===== config.mk =====
export PLATFORM = sky130hd
export DESIGN_NAME = mult_seq
export DESIGN_NICKNAME = d
export VERILOG_FILES = /design/src/rtl/cpu54_pkg.sv /design/src/rtl/mult_seq_twos_abs.sv /design/src/rtl/mult_seq.sv
export SDC_FILE = /design/constraint.sdc
export NUM_CORES = 1
export LEC_CHECK = 0
export CAP_MARGIN = 10
export CORE_ASPECT_RATIO = 1.2
export CORE_MARGIN = 10
export CORE_UTILIZATION = 62
export DETAILED_ROUTE_END_ITERATION = 8
export GPL_TIMING_DRIVEN = 0
export PLACE_DENSITY = 0.95
export SYNTH_ARGS = -nofsm -noshare
export SYNTH_HDL_FRONTEND = slang
export SYNTH_HIERARCHICAL = 1
export SYNTH_SLANG_ARGS = --single-unit

===== constraint.sdc =====
create_clock -name clock -period 10.05 [get_ports clock]
set_input_delay 1.5075 -clock clock [delete_from_list [all_inputs] [get_ports clock]]
set_output_delay 1.5075 -clock clock [all_outputs]
set_load 0.02 [all_outputs]

===== src/rtl/cpu54_pkg.sv =====
// cpu54_pkg: definitions shared by the CPU54 EX-stage arithmetic units.
//  - CPU_WIDTH   : default datapath width
//  - mul_state_e : state encodings of the sequential multiplier (2 bits)
package cpu54_pkg;

    localparam int CPU_WIDTH = 32;

    typedef enum logic [1:0] {
        MUL_IDLE = 2'd0,
        MUL_RUN  = 2'd1,
        MUL_SIGN = 2'd2
    } mul_state_e;

endpackage : cpu54_pkg


===== src/rtl/mult_seq_twos_abs.sv =====
// twos_abs: conditional two's-complement negate.
// Used for the operand magnitudes (neg_i = sign bit) and for the final sign fix
// of the product (neg_i = result sign).
//  Ports:
//   val_i  in  W   value to (optionally) negate
//   neg_i  in  1   1 = return -val_i, 0 = pass val_i through
//   res_o  out W   result, modulo 2^W
module twos_abs #(
    parameter int W = 32
) (
    input  logic [W-1:0] val_i,
    input  logic         neg_i,
    output logic [W-1:0] res_o
);

    // Negation wraps modulo 2^W, so |most-negative| reads back correctly as unsigned.
    assign res_o = neg_i ? ({W{1'b0}} - val_i) : val_i;

endmodule : twos_abs


===== src/rtl/mult_seq.sv =====
// mult_seq: iterative shift-add WIDTH x WIDTH multiplier for MULT / MULTU.
// One partial product per cycle on operand magnitudes, then a single sign-fix
// cycle, so latency is always WIDTH+1 cycles from the start edge to done.
// A start in any state (re)loads the operands and abandons the current work.
//  Ports:
//   clock      in   1      rising-edge clock
//   reset      in   1      asynchronous, active-high
//   start      in   1      one-cycle request; samples a, b, is_signed
//   is_signed  in   1      1 = MULT (two's complement), 0 = MULTU
//   a, b       in   WIDTH  multiplicand, multiplier
//   hi, lo     out  WIDTH  upper / lower half of the product
//   busy       out  1      operation in flight
//   done       out  1      one-cycle pulse; hi/lo valid in that cycle
module mult_seq
    import cpu54_pkg::*;
#(
    parameter int WIDTH = CPU_WIDTH
) (
    input  logic             clock,
    input  logic             reset,
    input  logic             start,
    input  logic             is_signed,
    input  logic [WIDTH-1:0] a,
    input  logic [WIDTH-1:0] b,
    output logic [WIDTH-1:0] hi,
    output logic [WIDTH-1:0] lo,
    output logic             busy,
    output logic             done
);

    localparam int CNT_W = $clog2(WIDTH);
    localparam logic [CNT_W-1:0] CNT_LAST = CNT_W'(WIDTH - 1);

    mul_state_e         state_q, state_d;
    logic [WIDTH-1:0]   mcand_q, mcand_d;
    logic [WIDTH-1:0]   mplier_q, mplier_d;
    logic [WIDTH-1:0]   acc_q, acc_d;
    logic               neg_q, neg_d;
    logic [CNT_W-1:0]   count_q, count_d;
    logic [WIDTH-1:0]   hi_q, hi_d;
    logic [WIDTH-1:0]   lo_q, lo_d;
    logic               busy_q, busy_d;
    logic               done_q, done_d;

    logic [WIDTH-1:0]   mag_a_s, mag_b_s;
    logic [2*WIDTH-1:0] prod_s;
    logic [WIDTH:0]     sum_s;

    twos_abs #(.W(WIDTH)) u_abs_a (
        .val_i (a),
        .neg_i (is_signed & a[WIDTH-1]),
        .res_o (mag_a_s)
    );

    twos_abs #(.W(WIDTH)) u_abs_b (
        .val_i (b),
        .neg_i (is_signed & b[WIDTH-1]),
        .res_o (mag_b_s)
    );

    // The unsigned magnitude product sits in {acc, mplier} once RUN completes.
    twos_abs #(.W(2*WIDTH)) u_sign_fix (
        .val_i ({acc_q, mplier_q}),
        .neg_i (neg_q),
        .res_o (prod_s)
    );

    // Next-state and datapath update; start takes priority over every state.
    always_comb begin
        state_d  = state_q;
        mcand_d  = mcand_q;
        mplier_d = mplier_q;
        acc_d    = acc_q;
        neg_d    = neg_q;
        count_d  = count_q;
        hi_d     = hi_q;
        lo_d     = lo_q;
        busy_d   = busy_q;
        done_d   = 1'b0;
        // The carry out of the add lands in acc's MSB after the shift.
        sum_s    = {1'b0, acc_q} + (mplier_q[0] ? {1'b0, mcand_q} : {(WIDTH+1){1'b0}});

        if (start) begin
            mcand_d  = mag_a_s;
            mplier_d = mag_b_s;
            neg_d    = is_signed & (a[WIDTH-1] ^ b[WIDTH-1]);
            acc_d    = {WIDTH{1'b0}};
            count_d  = {CNT_W{1'b0}};
            busy_d   = 1'b1;
            state_d  = MUL_RUN;
        end else begin
            case (state_q)
                MUL_IDLE: begin
                    busy_d = 1'b0;
                end
                MUL_RUN: begin
                    {acc_d, mplier_d} = {sum_s, mplier_q[WIDTH-1:1]};
                    if (count_q == CNT_LAST) begin
                        state_d = MUL_SIGN;
                    end else begin
                        count_d = count_q + {{(CNT_W-1){1'b0}}, 1'b1};
                    end
                end
                MUL_SIGN: begin
                    {hi_d, lo_d} = prod_s;
                    busy_d       = 1'b0;
                    done_d       = 1'b1;
                    state_d      = MUL_IDLE;
                end
                default: begin
                    busy_d  = 1'b0;
                    state_d = MUL_IDLE;
                end
            endcase
        end
    end

    // State and datapath registers; reset clears everything including hi/lo.
    always_ff @(posedge clock or posedge reset) begin
        if (reset) begin
            state_q  <= MUL_IDLE;
            mcand_q  <= {WIDTH{1'b0}};
            mplier_q <= {WIDTH{1'b0}};
            acc_q    <= {WIDTH{1'b0}};
            neg_q    <= 1'b0;
            count_q  <= {CNT_W{1'b0}};
            hi_q     <= {WIDTH{1'b0}};
            lo_q     <= {WIDTH{1'b0}};
            busy_q   <= 1'b0;
            done_q   <= 1'b0;
        end else begin
            state_q  <= state_d;
            mcand_q  <= mcand_d;
            mplier_q <= mplier_d;
            acc_q    <= acc_d;
            neg_q    <= neg_d;
            count_q  <= count_d;
            hi_q     <= hi_d;
            lo_q     <= lo_d;
            busy_q   <= busy_d;
            done_q   <= done_d;
        end
    end

    assign hi   = hi_q;
    assign lo   = lo_q;
    assign busy = busy_q;
    assign done = done_q;

endmodule : mult_seq


### Yosys cells after proc, flatten, opt, wreduce, memory -nomap -nowiden

Cells that the tools add are included.

| word-level totals | value |
|---|---|
| flip-flop bits (word level) | 170 |

| operators by class | value |
|---|---|
| equality and inequality tests | 7 |
| reductions and logical operators | 5 |
| mux-type cells | 18 |
| bitwise logic cells | 5 |
| add/sub/neg operators | 5 |

Operators by type and width:

| cell | number |
|---|---|
| $mux 32 | 7 |
| $mux 64 | 1 |
| $sub 1x32->32 const A | 2 |
| $sub 1x64->64 const A | 1 |
| $add 32x32->33 | 1 |
| $mux 5 | 3 |
| $ne 2x2->1 const B | 3 |
| $reduce_and 2->1 | 3 |
| $add 5x1->5 const B | 1 |
| $eq 5x5->1 const B | 1 |
| $mux 1 | 4 |
| $mux 2 | 2 |
| $pmux 2 s2 | 1 |
| $and 1x1->1 | 3 |
| $ne 3x3->1 const B | 1 |
| $eq 2x1->1 const B | 1 |
| $eq 2x2->1 const B | 1 |
| $logic_not 2->1 | 1 |
| $reduce_bool 2->1 | 1 |
| $not 1->1 | 1 |
| $xor 1x1->1 | 1 |

### Longest topological paths before layout

Gate-level depths: netlist (run 1).

| logic depth | value |
|---|---|
| depth after elaboration | 4 |
| depth in mapped cells | 12 |
| gate-level depth less buffers | 11 |

### Cells and area by module

Netlist (run 1), hierarchy kept.

By module, submodules not included:

| module | times used | sequential area each (sq um) | area each (sq um) | cells each |
|---|---|---|---|---|
| mult_seq | 1 | 4254.1 | 8735.9 | 817 |
| twos_abs (u_abs_a ...) | 2 | 0.0 | 767.0 | 108 |
| twos_abs (u_sign_fix) | 1 | 0.0 | 1453.9 | 198 |

### Least setup slack after synthesis (run 1)

OpenSTA, ideal clock, no wires.

| timing | value |
|---|---|
| path type | input -> register |
| start | in a[14] |
| end | reg mcand_q[20] |
| path slack | 6.591 ns |
| setup time | 0.125 ns |
| stages | 6 |
| data arrival time | 3.334 ns |
| path buffers | 1 |
| path through | or4_4 -> or4_4 -> buf_6 -> o41ai_1 -> xnor2_1 -> mux2_2 |

| on the way | value |
|---|---|
| cells in the longest elaborated chain, start to end | 2 |

RTL lines:

| what | line | source |
|---|---|---|
| start, declared | mult_seq.sv:23 | `input logic [WIDTH-1:0] a,` |
| $sub 1x32->32 | mult_seq_twos_abs.sv:17 | `assign res_o = neg_i ? ({W{1'b0}} - val_i) : val_i;` |
| $mux 32 | mult_seq_twos_abs.sv:17 |  |
| named net mag_a_s[20] | mult_seq.sv:45 | `logic [WIDTH-1:0] mag_a_s, mag_b_s;` |
| end signal, assigned | mult_seq.sv:122 | `mcand_q <= {WIDTH{1'b0}};` |
| end signal, assigned | mult_seq.sv:133 | `mcand_q <= mcand_d;` |
| end, declared | mult_seq.sv:35 | `logic [WIDTH-1:0] mcand_q, mcand_d;` |

The timed path passes the listed nets, and every way through them passes these cells.
A chain may end at the register's enable or synchronous reset.

### Worst setup path after layout (run 1)

| timing | value |
|---|---|
| start | in a[7] |
| end | reg mcand_q[21] |

Same word-level chain as after synthesis.

==> results_dict.tcl, run 1 <==
set metrics [dict create \
    track_usage 0.2841 \
    ys_ff_latch 170 \
    drv_slew 0 \
    first_iter_violations 1174 \
    ys_seq_area_frac 0.3629 \
    fin_ws_ps 5948 \
    reg2reg_depth 7 \
    nets 1490 \
    syn-instance-count 1231 \
    avgSynthCellArea_um2 9.524 \
    synth_fp_nets 1337 \
    synth-simple-area-share 0.1691 \
    r2r-end "hi[3]" \
    power_mw 2.174 \
    clkLatencyLatePin_ps 450 \
    hold_violations 0 \
    slew_headroom 0.2616 \
    dp_worst_setup_slack_ps 5648 \
    cts_setup_buffers 0 \
    cts_sinks 170 \
    initial_core_util 0.6263 \
    ios 134 \
    fin_crit_sh 0.4082 \
    dieArea_um2 24830 \
    synth_area_um2 11720 \
    startpoint_type "primary input" \
    drcViolationCount 0 \
    crit_type "primary input to flip-flop" \
    yosys_warnings 6 \
    synth-xor-area-share 0.1023 \
    die_y_um 170.6 \
    synth_compound_area_frac 0.1715 \
    grt_max_degree 123 \
    dp_hpwl_um 27300 \
    die_width_um 145.5 \
    reg2reg_slack_ps 6380 \
    grt_pass1_vias 11000 \
    finalCriticalPeriod_ps 4102 \
    hp-class "flip-flop to flip-flop" \
    synth_cell_types 73 \
    maxCapViolations 0 \
    place_congestion 0.9762 \
    required_ps 10380 \
    min_to "neg_q" \
    clk_pin_slew_ps 70 \
    skew_ps 13.97 \
    area_delta_synth_final_pct 19.50 \
    status "finished, final reports clean" \
    worst_slew_pin_slew_ps 1097 \
    synthAdderAreaFrac 0.04120 \
    grt_pass1_wl_um 56970 \
    setup_tns_ps 0 \
    ir_drop_uv 152.6 \
    first_pass_iters 6 \
    cts_buffer_depth 2 \
    pwr_density_cell_nw_per_um2 155.2 \
    wl_per_cell_um 21.77 \
    fmax_mhz 243.8 \
    cts_buffers 17 \
    synthMuxAreaShare 0.1195 \
    final_antenna_net_count 0 \
    io_buffers 133 \
    layout-drive-gt1-share 0.1231 \
    r2r-start "mplier_q[5]" \
    worst_hold_slack_ps 494.7 \
    cts_resized 0 \
    worstPathMaxFanout 10 \
    rsz0062_at_grt "no" \
    antenna_found_initial 0 \
    core_um2 18720 \
    cp-end-kind "flip-flop" \
    async_flop_share 1.000 \
    synth_edf_count 0 \
    grt_overflow 0 \
    rows 55 \
    leakage_nw 5.724 \
    hold_start "neg_q" \
    synth_ff_type "dfrtp_1" \
    min_path_cells 1 \
    via_count 10810 \
    synth_top_family_by_area "compound AO/OA/AOI/OAI gates" \
    wl_um 35990 \
    cts_tree "built" \
    worstPathArrival_ps 4430 \
    num_antenna_cells 0 \
    setup_viol 0 \
    postLayoutCoreUtil 0.7485 \
    htreeDepth 4 \
    vias_per_cell 6.541 \
    hold_buffers 0 \
    cts_root_buf "clkbuf_16" \
]
==> how the worst max path moves through the flow <==
| stage | to | depth (start not counted) | slack [ps] | startpoint |
|---|---|---|---|---|
| 3_5_place_dp | mcand_q[21] | 7 | 5650 | a[7] |
| 2_1_floorplan | acc_q[0] | 1 | 3940 | reset |
| 5_1_grt | mcand_q[14] | 8 | 5930 | a[0] |
| 6_report | mcand_q[21] | 7 | 5950 | a[7] |
| 3_3_place_gp | count_q[2] | 2 | 1890 | reset |
| 4_1_cts | mcand_q[21] | 7 | 6100 | a[7] |
==> per-layer routing <==
metal | vias up | wire (µm) | global-route usage
met4 | 0 | 1967 | 0.1492
met2 | 638 | 17600 | 0.4978
li1 | 4861 | - | -
met3 | 184 | 3177 | 0.06579
met5 | - | 0 | 0
met1 | 5129 | 13250 | 0.3172
==> cell usage in the layout, fill, tap and decap left out, types with 5 or more instances in the layout <==
cell type        Yosys  layout
dfrtp_1            170     170
clkdlybuf4s50_1      0     133
xnor2_1            129     129
nand2_1            127     127
mux2_2              96      96
o21ai_0             83      83
clkbuf_1            51      53
a21oi_1             46      46
nor2_1              45      45
o31ai_1             38      38
ha_1                37      37
and2_1              34      34
o41ai_1             33      33
mux2i_1             32      32
inv_1               28      27
nand3_1             24      24
or4_1               22      22
or3_1               21      21
nand4_1             18      18
nor3_1              18      18
clkbuf_16            0      17
nor4_1              14      14
nand2b_1            10      10
xor2_1               8       8
a211oi_1             8       8
o21ai_1              8       8
o21a_1               7       7
or4_4                7       7
o41ai_2              7       7
buf_1                6       6
a21o_1               6       6
o211ai_1             6       6
o21bai_1             6       6
or2_2                6       6
nor2b_1              5       5
a32o_1               5       5
a211o_1              5       5
buf_2                5       5
==> report_power, final <==
group / internal (mW) / switching [mW]
sequential: 0.750 / 0.107
clock: 0.373 / 0.301
combinational: 0.276 / 0.366
total: 1.40 / 0.775
==> Yosys cell counts (21+ instances only) <==
library cell	instances	area, µm²
and2_1	34	212.7
nor2_1	45	168.9
clkbuf_1	51	191.4
o21ai_0	83	415.4
a21oi_1	46	230.2
mux2_2	96	1081
inv_1	28	105.1
o31ai_1	38	285.3
mux2i_1	32	320.3
or3_1	21	131.4
xnor2_1	129	1130
o41ai_1	33	289.0
nand3_1	24	120.1
or4_1	22	165.2
dfrtp_1	170	4254
nand2_1	127	476.7
ha_1	37	462.9
==> area by class of cell <==
class                      count  area (µm²)
sequential                   170        4254
timing repair buffer         134        1359
clock inverter                13       166.4
tap                          256       320.3
fill                        1298        4708
clock buffer                  19       432.9
multi-input combinational    965        7077
inverter                      29       116.4
buffer                        67       284.0
==> registers in the layout, summed over array words and instances (netlist names) <==
| name | count |
|---|---|
| acc_q | 32 |
| state_q | 2 |
| done | 1 |
| lo | 32 |
| count_q | 5 |
| mplier_q | 32 |
| busy | 1 |
| hi | 32 |
| neg_q | 1 |
| mcand_q | 32 |
==> stage by stage <==
stage | cells | area [µm²]
after floorplan | 1231 | 11720
final | 1653 | 14010
after global placement | 1620 | 13380
after CTS | 1653 | 14010
after global routing | 1653 | 14010
after detailed placement | 1621 | 13410
==> kinds of logic after synthesis <==
group,Yosys count
AND/OR/NAND/NOR,374
adder cells (fa/ha/maj),38
flip-flops,170
buffers and inverters,96
AO/OA/AOI/OAI,288
multiplexers,128
XOR/XNOR,137
==> worst max-delay path, cell delays in order <==
cell and delay (ps):
clkdlybuf4s50_1 480, nor4_1 950, nand4b_1 320, clkbuf_1 320, o41ai_1 450, xnor2_1 120, mux2_2 280
Power figures use the tool's default switching activity.
==> run 2, diff against run 1 <==
CORE_UTILIZATION = 58   (was 62)
PLACE_DENSITY = 0.92   (was 0.95)
clock period = 4.3 ns   (was 10.05 ns; I/O delays follow)
==> results_dict.tcl, run 2 (synthesis gave the netlist of run 1 again) <==
set metrics [dict create \
    p_int_mw 3.283 \
    leakage_nw 5.745 \
    slowest_stage "dfrtp_1" \
    hold_buffers 0 \
    startpoint_type "flip-flop" \
    wl_um 36930 \
    grt_overflow 0 \
    nets 1493 \
    num_antenna_cells 0 \
    worst_hold_slack_ps 493.3 \
    cts_buffers 17 \
    reg2reg_slack_ps 700 \
    initial_core_util 0.5954 \
    rows 56 \
    cts_buffer_depth 2 \
    sequentialPowerShare 0.390 \
    finalCriticalPeriod_ps 3604 \
    core_um2 19690 \
    final_common_cell "dfrtp_1" \
    hp-class "flip-flop to flip-flop" \
    critPathBufInv 2 \
    cts_tree "built" \
    grt_max_degree 43 \
    cp_top_family "compound AO/OA/AOI/OAI gates" \
    switching_share 0.3649 \
    netSwitchingPower_mw 1.887 \
    drcViolationCount 0 \
    crit_type "flip-flop to flip-flop" \
    vias_per_cell 6.479 \
    grt_pass1_vias 10720 \
    slew_headroom 0.3136 \
    dieArea_um2 26320 \
    ios 134 \
    via_count 10760 \
    htreeDepth 4 \
    ir_drop_uv 303.3 \
    cp-end-kind "flip-flop" \
    antenna_found_initial 0 \
    p_comb_frac 0.297 \
    cts_resized 0 \
    max_stage_delay_ps 620 \
    rsz0062_at_grt "no" \
    cts_sinks 170 \
    clkLatencyLatePin_ps 450 \
    io_buffers 133 \
    setup_viol 0 \
    place_congestion 0.9609 \
    worstPathArrival_ps 3930 \
    layout-drive-gt1-share 0.1264 \
    status "finished, final reports clean" \
    die_y_um 175.7 \
    fin_crit_sh 0.8381 \
    fmax_mhz 277.5 \
    pwr_density_cell_nw_per_um2 367.4 \
    grt_pass1_wl_um 57650 \
    drv_slew 0 \
    crit_chain "clkbuf_1 -> and2_1 -> ha_1 -> inv_1 -> fa_1 -> nor2b_4 -> o2111ai_2 -> a21oi_1 -> o21ai_1 -> a2111oi_2 -> o21ai_0 -> a32o_1" \
    track_usage 0.2737 \
    worst_slew_pin_slew_ps 1015 \
    die_width_um 149.8 \
    hold_violations 0 \
    cts_root_buf "clkbuf_16" \
    mostFrequentLayoutCells "170 x dfrtp_1, 133 x clkdlybuf4s50_1, 129 x xnor2_1" \
    final_antenna_net_count 0 \
    first_pass_iters 6 \
    setup_tns_ps 0 \
    skew_ps 9.906 \
    clk_pin_slew_ps 70 \
    maxCapViolations 0 \
    first_iter_violations 1370 \
    worstPathMaxFanout 10 \
    cts_setup_buffers 0 \
    clkPwrFrac 0.313 \
    required_ps 4630 \
    wl_per_cell_um 22.23 \
    area_delta_synth_final_pct 20.03 \
    dp_hpwl_um 27970 \
]
-- run 2: changes by cell type in the layout (fill, tap and decap cells not counted), sizes merged --
cell      change
inv           +4
clkinv        -5
buf           +3
clkinvlp      +3
clkbuf        -2
-- run 2: cell type report --
class	instances	area, µm²
Buffer	67	284.0
Fill cell	1406	5617
Inverter	29	112.6
Sequential cell	170	4254
Tap cell	261	326.6
Multi-Input combinational cell	965	7077
Clock inverter	15	181.4
Timing Repair Buffer	137	1411
Clock buffer	17	425.4
-- run 2: final timing paths --
kind,startpoint,endpoint,cells after the start
hold reg to reg,neg_q,neg_q,1
hold / removal,neg_q,neg_q,1
min in group asynchronous,reset,hi[24],2
setup / recovery,mplier_q[0],acc_q[29],12
max in group asynchronous,reset,lo[21],4
setup reg to reg,mplier_q[0],acc_q[29],12
-- run 2: routing by layer --
metal,vias up,share of wire,track usage
met5,-,0,0
met4,0,0.032,0.1131
met3,112,0.095,0.04731
met2,629,0.50,0.4769
met1,5179,0.37,0.3237
li1,4841,-,-
-- run 2: metrics by stage --
stage	setup slack, ps	power (mW)	cells	cell area (µm²)	util
5_1_grt	488.0	5.379	1661	14070	0.7147
3_5_place_dp	718.3	3.500	1629	13470	0.6839
2_1_floorplan	1465	3.009	1231	11730	-
3_3_place_gp	193.9	3.434	1625	13390	0.6798
4_1_cts	732.6	5.116	1661	14070	0.7147
6_report	696.1	5.170	1661	14070	0.7147
-- run 2: power groups by stage --
stage / combinational, mW / sequential (mW) / clock (mW)
final: 1.54 / 2.01 / 1.62
after global routing: 1.66 / 2.03 / 1.68
after CTS: 1.50 / 2.00 / 1.62
after detailed placement: 1.47 / 2.03 / 0
after global placement: 1.42 / 2.02 / 0
after floorplan: 1.08 / 1.93 / 0
